<file path="src/rtl/inst_issue_buffer_pkg.sv">
// Shared frontend types: instruction word, word-aligned PC and the fetch entry
// that the issue buffer queues between fetch and decode.
package inst_issue_buffer_pkg;

    localparam int PC_WIDTH_DEF = 30;

    typedef logic [31:0]             inst_word_t;
    typedef logic [PC_WIDTH_DEF-1:0] pc_t;

    typedef struct packed {
        inst_word_t inst;
        pc_t        pc;
    } fetch_entry_t;

endpackage

</file>
<file path="src/rtl/inst_fifo.sv">
// Small circular buffer of fetch entries with synchronous clear.
// A push into a full buffer is dropped; the caller flags that as an overflow.
module inst_fifo
    import inst_issue_buffer_pkg::*;
#(
    parameter int  DEPTH   = 2,
    parameter type entry_t = fetch_entry_t
) (
    input  logic                       clk,
    input  logic                       resetb,
    input  logic                       push,
    input  logic                       pop,
    input  logic                       clear,
    input  entry_t                     wdata,
    output entry_t                     rdata,
    output logic [$clog2(DEPTH+1)-1:0] count,
    output logic                       empty,
    output logic                       full
);

    localparam int PTR_W = (DEPTH > 1) ? $clog2(DEPTH) : 1;
    localparam int CNT_W = $clog2(DEPTH+1);

    entry_t             mem [DEPTH];
    logic [PTR_W-1:0]   wr_ptr;
    logic [PTR_W-1:0]   rd_ptr;
    logic               do_push;
    logic               do_pop;

    assign empty   = (count == '0);
    assign full    = (count == CNT_W'(DEPTH));
    assign do_push = push && !full;
    assign do_pop  = pop && !empty;
    assign rdata   = mem[rd_ptr];

    // Explicit wrap so non-power-of-two depths stay modulo DEPTH.
    function automatic logic [PTR_W-1:0] ptr_next(input logic [PTR_W-1:0] p);
        return (p == PTR_W'(DEPTH-1)) ? '0 : p + PTR_W'(1);
    endfunction

    always_ff @(posedge clk or negedge resetb) begin
        if (!resetb) begin
            wr_ptr <= '0;
            rd_ptr <= '0;
            count  <= '0;
        end else if (clear) begin
            wr_ptr <= '0;
            rd_ptr <= '0;
            count  <= '0;
        end else begin
            if (do_push) wr_ptr <= ptr_next(wr_ptr);
            if (do_pop)  rd_ptr <= ptr_next(rd_ptr);
            case ({do_push, do_pop})
                2'b10:   count <= count + CNT_W'(1);
                2'b01:   count <= count - CNT_W'(1);
                default: count <= count;
            endcase
        end
    end

    always_ff @(posedge clk) begin
        if (do_push && !clear) mem[wr_ptr] <= wdata;
    end

endmodule

</file>
<file path="src/rtl/inst_issue_buffer.sv">
// Issue stage between fetch and decode: FIFO-backed issue register with a
// same-cycle bypass, multicycle hold, stall/flush handling and fetch back-pressure.
module inst_issue_buffer
    import inst_issue_buffer_pkg::*;
#(
    parameter int DEPTH    = 2,
    parameter int PC_WIDTH = PC_WIDTH_DEF
) (
    input  logic                clk,
    input  logic                resetb,
    input  logic                fetch_valid,
    input  logic [31:0]         fetch_inst,
    input  logic [PC_WIDTH-1:0] fetch_pc,
    output logic                fetch_stall,
    output logic                issue_valid,
    output logic [31:0]         issue_inst,
    output logic [PC_WIDTH-1:0] issue_pc,
    input  logic                hold,
    input  logic                stall,
    input  logic                flush,
    output logic                hold_stream,
    output logic                overflow
);

    localparam int CNT_W = $clog2(DEPTH+1);

    typedef struct packed {
        inst_word_t          inst;
        logic [PC_WIDTH-1:0] pc;
    } entry_t;

    entry_t             head;
    entry_t             fetch_entry;
    logic [CNT_W-1:0]   count;
    logic               empty;
    logic               full;
    logic               advance;
    logic               pop;
    logic               bypass;
    logic               push;
    logic               flush_q;

    assign fetch_entry = '{inst: fetch_inst, pc: fetch_pc};

    // FIFO contents always drain before a bypass, so bypass needs an empty FIFO.
    assign advance = !issue_valid || (!hold && !stall);
    assign pop     = !flush && advance && !empty;
    assign bypass  = !flush && advance && empty && fetch_valid;
    assign push    = !flush && fetch_valid && !bypass;

    inst_fifo #(
        .DEPTH   (DEPTH),
        .entry_t (entry_t)
    ) u_fifo (
        .clk    (clk),
        .resetb (resetb),
        .push   (push),
        .pop    (pop),
        .clear  (flush),
        .wdata  (fetch_entry),
        .rdata  (head),
        .count  (count),
        .empty  (empty),
        .full   (full)
    );

    // One spare slot catches the word fetch sends before it sees the stall.
    assign fetch_stall = !(flush || flush_q) && (count >= CNT_W'(DEPTH-1));
    assign hold_stream = stall || !issue_valid;

    always_ff @(posedge clk or negedge resetb) begin
        if (!resetb) begin
            issue_valid <= 1'b0;
            issue_inst  <= '0;
            issue_pc    <= '0;
            flush_q     <= 1'b0;
            overflow    <= 1'b0;
        end else begin
            flush_q <= flush;
            if (push && full) overflow <= 1'b1;
            if (flush) begin
                issue_valid <= 1'b0;
            end else if (pop) begin
                issue_valid <= 1'b1;
                issue_inst  <= head.inst;
                issue_pc    <= head.pc;
            end else if (bypass) begin
                issue_valid <= 1'b1;
                issue_inst  <= fetch_inst;
                issue_pc    <= fetch_pc;
            end else if (advance) begin
                issue_valid <= 1'b0;
            end
        end
    end

endmodule

</file>
<file path="config.mk">
export PLATFORM = sky130hd
export DESIGN_NAME = inst_issue_buffer
export DESIGN_NICKNAME = d
export VERILOG_FILES = /design/src/rtl/inst_issue_buffer_pkg.sv /design/src/rtl/inst_fifo.sv /design/src/rtl/inst_issue_buffer.sv
export SDC_FILE = /design/constraint.sdc
export NUM_CORES = 1
export LEC_CHECK = 0
export BUFFER_PORTS_ARGS = -buffer_cell sky130_fd_sc_hd__buf_2
export CAP_MARGIN = 40
export CORE_MARGIN = 2
export CORE_UTILIZATION = 50
export CTS_BUF_LIST = sky130_fd_sc_hd__clkbuf_4 sky130_fd_sc_hd__clkbuf_8
export DETAILED_ROUTE_END_ITERATION = 8
export PLACE_DENSITY = 0.7
export SLEW_MARGIN = 5
export SYNTH_ARGS = -nofsm -noshare
export SYNTH_HDL_FRONTEND = slang
export SYNTH_SLANG_ARGS = --single-unit
</file>
<file path="constraint.sdc">
create_clock -name clk -period 5.4 [get_ports clk]
set_clock_uncertainty 0.2 [all_clocks]
set_input_delay 1.08 -clock clk [delete_from_list [all_inputs] [get_ports clk]]
set_output_delay 1.08 -clock clk [all_outputs]
set_load 0.02 [all_outputs]
</file>
==> Word-level counts from Yosys, hierarchy flattened <==
Memory sizes are Yosys's and may differ from the RTL's.
Cells that the tools add are included.
{ "word_totals": {"ff_bits": 69, "mem_bits_rw": 124, "inputBits": 68, "output_inout_bits": 66, "mem_count": 1} }
{ "op_classes": {"add_sub_neg": 4, "order_cmp": 1, "eq_ne": 3, "muxes": 18, "bitwise_logic": 1, "n_reduce_logical": 30} }
{ "memory_table": {"columns": ["memory", "words", "word_bits", "read_ports", "rd_clocked_by_memory_dff", "wr", "line", "rtl"], "rows": [
  ["u_fifo.mem", 2, 62, 1, 0, 1, "inst_fifo.sv:24", "entry_t mem [DEPTH];"]
]} }
{ "ops": {"columns": ["cell", "count"], "rows": [
  ["32-bit two-way mux", 2],
  ["30-bit two-way mux", 2],
  ["1-bit logical AND", 12],
  ["1-bit two-way mux", 12],
  ["1-bit logical NOT", 8],
  ["2-bit nonzero test", 3],
  ["2-bit == test (second input constant)", 2],
  ["2-bit one-hot mux with 2 select lines", 1],
  ["4-bit nonzero test", 1],
  ["1-bit logical OR", 3],
  ["3-bit nonzero test", 1],
  ["1-bit adder (second input constant)", 2],
  ["2-bit by 1-bit adder with 2-bit output (second input constant)", 1],
  ["2-bit by 1-bit == test with 1-bit output (second input constant)", 1],
  ["2-bit by 1-bit greater-or-equal comparator with 1-bit output (second input constant)", 1],
  ["2-bit logical NOT", 1],
  ["2-bit two-way mux", 1],
  ["2-bit AND reduction", 1],
  ["2-bit by 1-bit subtractor with 2-bit output (second input constant)", 1],
  ["1-bit NOT", 1]
]} }

==> Depth between registers and ports, before layout <==
{ "depth": {"depth_word": 12, "ltp_mapped": 9, "ltp_nobuf": 6} }

==> Hierarchy <==
A second synthesis with hierarchy kept.
{ "unflattened": {"hier_cells": 447, "area_unflattened_um2": 7573.5} }
{ "by_module_without_submodules": {"columns": ["mod", "n_inst", "cells_per_inst", "area_each_um2", "seq_area_each_um2"], "rows": [
  ["inst_fifo", 1, 218, 4675.7, 3823.7],
  ["inst_issue_buffer", 1, 229, 2897.8, 1626.6]
]} }

==> Least setup slack after synthesis <==
OpenSTA, ideal clock, no wires.
{ "synth_timing": {"path_type": "input -> register", "start": "input port flush", "end": "memory u_fifo.mem[0][0] in the netlist's numbering, enable pin", "arrival_time_ns": 4.091, "t_required_ns": 4.717, "slack_ns": 0.626, "stages": 4, "path_buffers": 1, "cell_sequence": "buf_4 > a21oi_1 > nand2_1 > nor2_1"} }
{ "synth_via": {"elab_chain_len": 10, "elab_cells_between_ends": 11, "cone_classes": "2 x mux; 9 x reduce/logical"} }
{ "synth_rtl": {"columns": ["item", "line", "rtl"], "rows": [
  ["start, declared", "inst_issue_buffer.sv:20", "input logic flush,"],
  ["1-bit logical NOT *", "inst_fifo.sv:62, inst_issue_buffer.sv:48, inst_issue_buffer.sv:49", null],
  ["1-bit logical AND (3 in a row)", "inst_issue_buffer.sv:48", "assign bypass = !flush && advance && empty && fetch_valid;"],
  ["1-bit logical NOT", "inst_issue_buffer.sv:49", "assign push = !flush && fetch_valid && !bypass;"],
  ["1-bit logical AND", "inst_issue_buffer.sv:49", null],
  ["1-bit logical AND", "inst_fifo.sv:32", "assign do_push = push && !full;"],
  ["1-bit logical AND *", "inst_fifo.sv:62", "if (do_push && !clear) mem[wr_ptr] <= wdata;"],
  ["1-bit two-way mux *", "inst_fifo.sv:62", null],
  ["1-bit two-way mux (not written as such) *", "inst_fifo.sv:62", null],
  ["end, declared", "inst_fifo.sv:24", null]
]} }
Mark *: on every way between the ends. The rest lies on a longest branch, timed or not.

==> Final worst setup path <==
{ "layout_timing": {"start": "input port fetch_valid", "end": "memory u_fifo.mem[1][32] in the netlist's numbering, enable pin"} }
{ "layout_via": {"elab_chain_len": 7, "elab_cells_between_ends": 8, "cone_classes": "2 x mux; 6 x reduce/logical"} }
{ "layout_rtl": {"columns": ["item", "line", "rtl"], "rows": [
  ["start, declared", "inst_issue_buffer.sv:11", "input logic fetch_valid,"],
  ["1-bit logical AND", "inst_issue_buffer.sv:48", null],
  ["1-bit logical NOT", "inst_issue_buffer.sv:49", null],
  ["1-bit logical AND *", "inst_issue_buffer.sv:49", null],
  ["1-bit logical AND *", "inst_fifo.sv:32", null],
  ["1-bit logical AND *", "inst_fifo.sv:62", null],
  ["1-bit two-way mux *", "inst_fifo.sv:62", null],
  ["1-bit two-way mux (not written as such) *", "inst_fifo.sv:62", null]
]} }
Marked as above.

==> flow_summary.ini <==
[status]
status = finished, final reports clean

[sta]
timing.final.ws_setup_ns = 2.34
clock.fmax_ghz = 0.327
tightest_slew_ns = 0.873
relSlewSlack = 0.418
hold_viol_final = 0
fin_crit_sh = 0.567
setup_violations = 0
finalSetupTns_ns = 0
hold_slack_ns = 0.281
maxSlewViolCount = 0
rsz0062_at_grt = no
min_period_ns = 3.06

[die]
fp.dieH_um = 128
start_util = 0.509
die_w_um = 128
coreArea_sq_um = 15100
rows = 45
pin_count = 134
dieArea_sq_um = 16400

[critical_path]
crit_fanout = 36
required_ns = 5.33
arrival_ns = 2.99
rr_startpoint = u_fifo.count[0]
critPathKind = primary input to flop
startpoint_type = primary input
end_kind = flop
rrSetupSlack_ns = 2.44
cp-startpoint = fetch_valid

[yosys]
seq_area_frac_synth = 0.710
synth-edff-count = 124
synth-seq-cells = 193
synth_xor_area_frac = 0.00228
synth_simple_gate_area_share = 0.0751
yosysWarnings = 0
synth.mux.area_fraction = 0.0836
syn_avg_cell_area_sq_um = 13.4
synth_nets = 642
synth_area_sq_um = 7680
async_flop_share = 0.358
synth_cells = 572
synthFlopType = edfxtp_1
synthAdderAreaFrac = 0.00326
synth_top_family_by_area = compound AO/OA/AOI/OAI gates
synth_compound_area_frac = 0.0898
synth_cell_type_count = 28

[global_routing]
antenna_found_initial = 2
overflow = 0
grt_pass1_vias = 4603
grt_pass1_wl_um = 23300
grt_start_max_net_pins = 65
grt_usage = 0.186

[clocking]
root_buffer = clkbuf_8
postCtsResizedCells = 0
worstSkewPairLatency_ns = 0.46
cts_setup_buffers = 0
cts_tree = built
cts.sink_count = 193
cts_buffers = 17
cts.htree.levels = 4
hold_buffers = 0
clk_pin_slew_worst_paths_ns = 0.09
clockBufferDepth = 2

[job]
cap_violations = 0

[power_and_ir_drop]
fin_total_pwr_mw = 4.60
power_leakage_nw = 3.46
peakVddDrop_mv = 0.264
power-per-cell-area_nw_per_um2 = 520

[routing]
wl_per_cell_um = 16.0
antenna_left = 0
dr.pass1.iters = 6
vias_per_cell = 5.23
drtIter0Drc = 421
vias = 4699
drc = 0
wirelength_um = 14400

[placement]
dpl.cell_count = 865
io_buffers = 133
dpl_worst_slack_ns = 1.85
routabilityCongestion = 0.717
hpwlAfterDp_um = 9560
placed_area_sq_um = 8430

[cells_and_area]
mostFrequentLayoutCells = 132 x buf_2, 125 x nand2_1, 124 x edfxtp_1, 77 x o21ai_0, 68 x dfrtp_1
mostFrequentLayoutCell = buf_2
fin_area_sq_um = 8850
stdcell_count = 899
area_delta_synth_final_pct = 15.2
drive_gt1_frac = 0.254
utilization = 0.586
final_nets = 766

[min_path]
min-delay-start = overflow
hp-class = flop to flop
## sequential cells by signal (all words and copies together) (netlist names)
| register | cells |
|---|---|
| flush_q | 1 |
| u_fifo.rd_ptr | 1 |
| issue_valid | 1 |
| issue_pc | 30 |
| overflow | 1 |
| u_fifo.count | 2 |
| u_fifo.mem | 124 |
| issue_inst | 32 |
| u_fifo.wr_ptr | 1 |
## kinds of logic (layout without fill, tap and decap cells)
| logic type | after synthesis | after routing |
|---|---|---|
| compound gates | 132 | 132 |
| fa+ha+maj | 2 | 2 |
| other cells | 0 | 2 |
| flops | 193 | 193 |
| simple gates | 141 | 141 |
| xor+xnor | 2 | 2 |
| mux | 64 | 64 |
| buf+inv | 38 | 175 |
## power breakdown
group          total (mW)  switching, mW  internal, mW
Clock               0.964          0.489         0.475
Sequential           2.14          0.202          1.93
Combinational        1.50          0.960         0.543
## per-layer routing
layer	up-vias	part of all wire	GRT usage
met4	0	0.016	0.0814
met3	19	0.037	0.0426
met1	2276	0.44	0.242
met2	114	0.51	0.302
met5	-	0	0
li1	2290	-	-
## final timing paths
kind | endpoint | depth (start not counted)
min reg2reg | overflow | 1
min | overflow | 1
max in group asynchronous | issue_inst[26] | 2
min in group asynchronous | issue_inst[10] | 1
max | u_fifo.mem[1][32] | 4
max reg2reg | u_fifo.mem[1][32] | 5
## Yosys cell counts (all sizes together), types with 2 or more instances
cell type    n  area share
o21ai      127       0.085
nand2      125       0.061
edfxtp     124        0.48
dfrtp       69        0.22
mux2i       63       0.082
buf         25       0.030
clkbuf      11      0.0054
nor2         8      0.0060
ha           2      0.0033
inv          2     0.00098
nand2b       2      0.0016
nor2b        2      0.0016
nor3         2      0.0013
xnor2        2      0.0023
## cell type report
type	instances	area, sq um
clock inverter	13	160
timing repair buffer	141	773
sequential	193	5450
tap	188	235
multi-input combinational	341	1960
fill	1257	6240
clock buffer	19	255
inverter	2	7.51
antenna	2	5.00
## worst max-delay path: stages
cell and delay [ns]:
buf_2 0.09, nor2b_1 0.43, and3_2 0.87, buf_4 0.48
No activity file was read; power rests on OpenSTA's default activity.
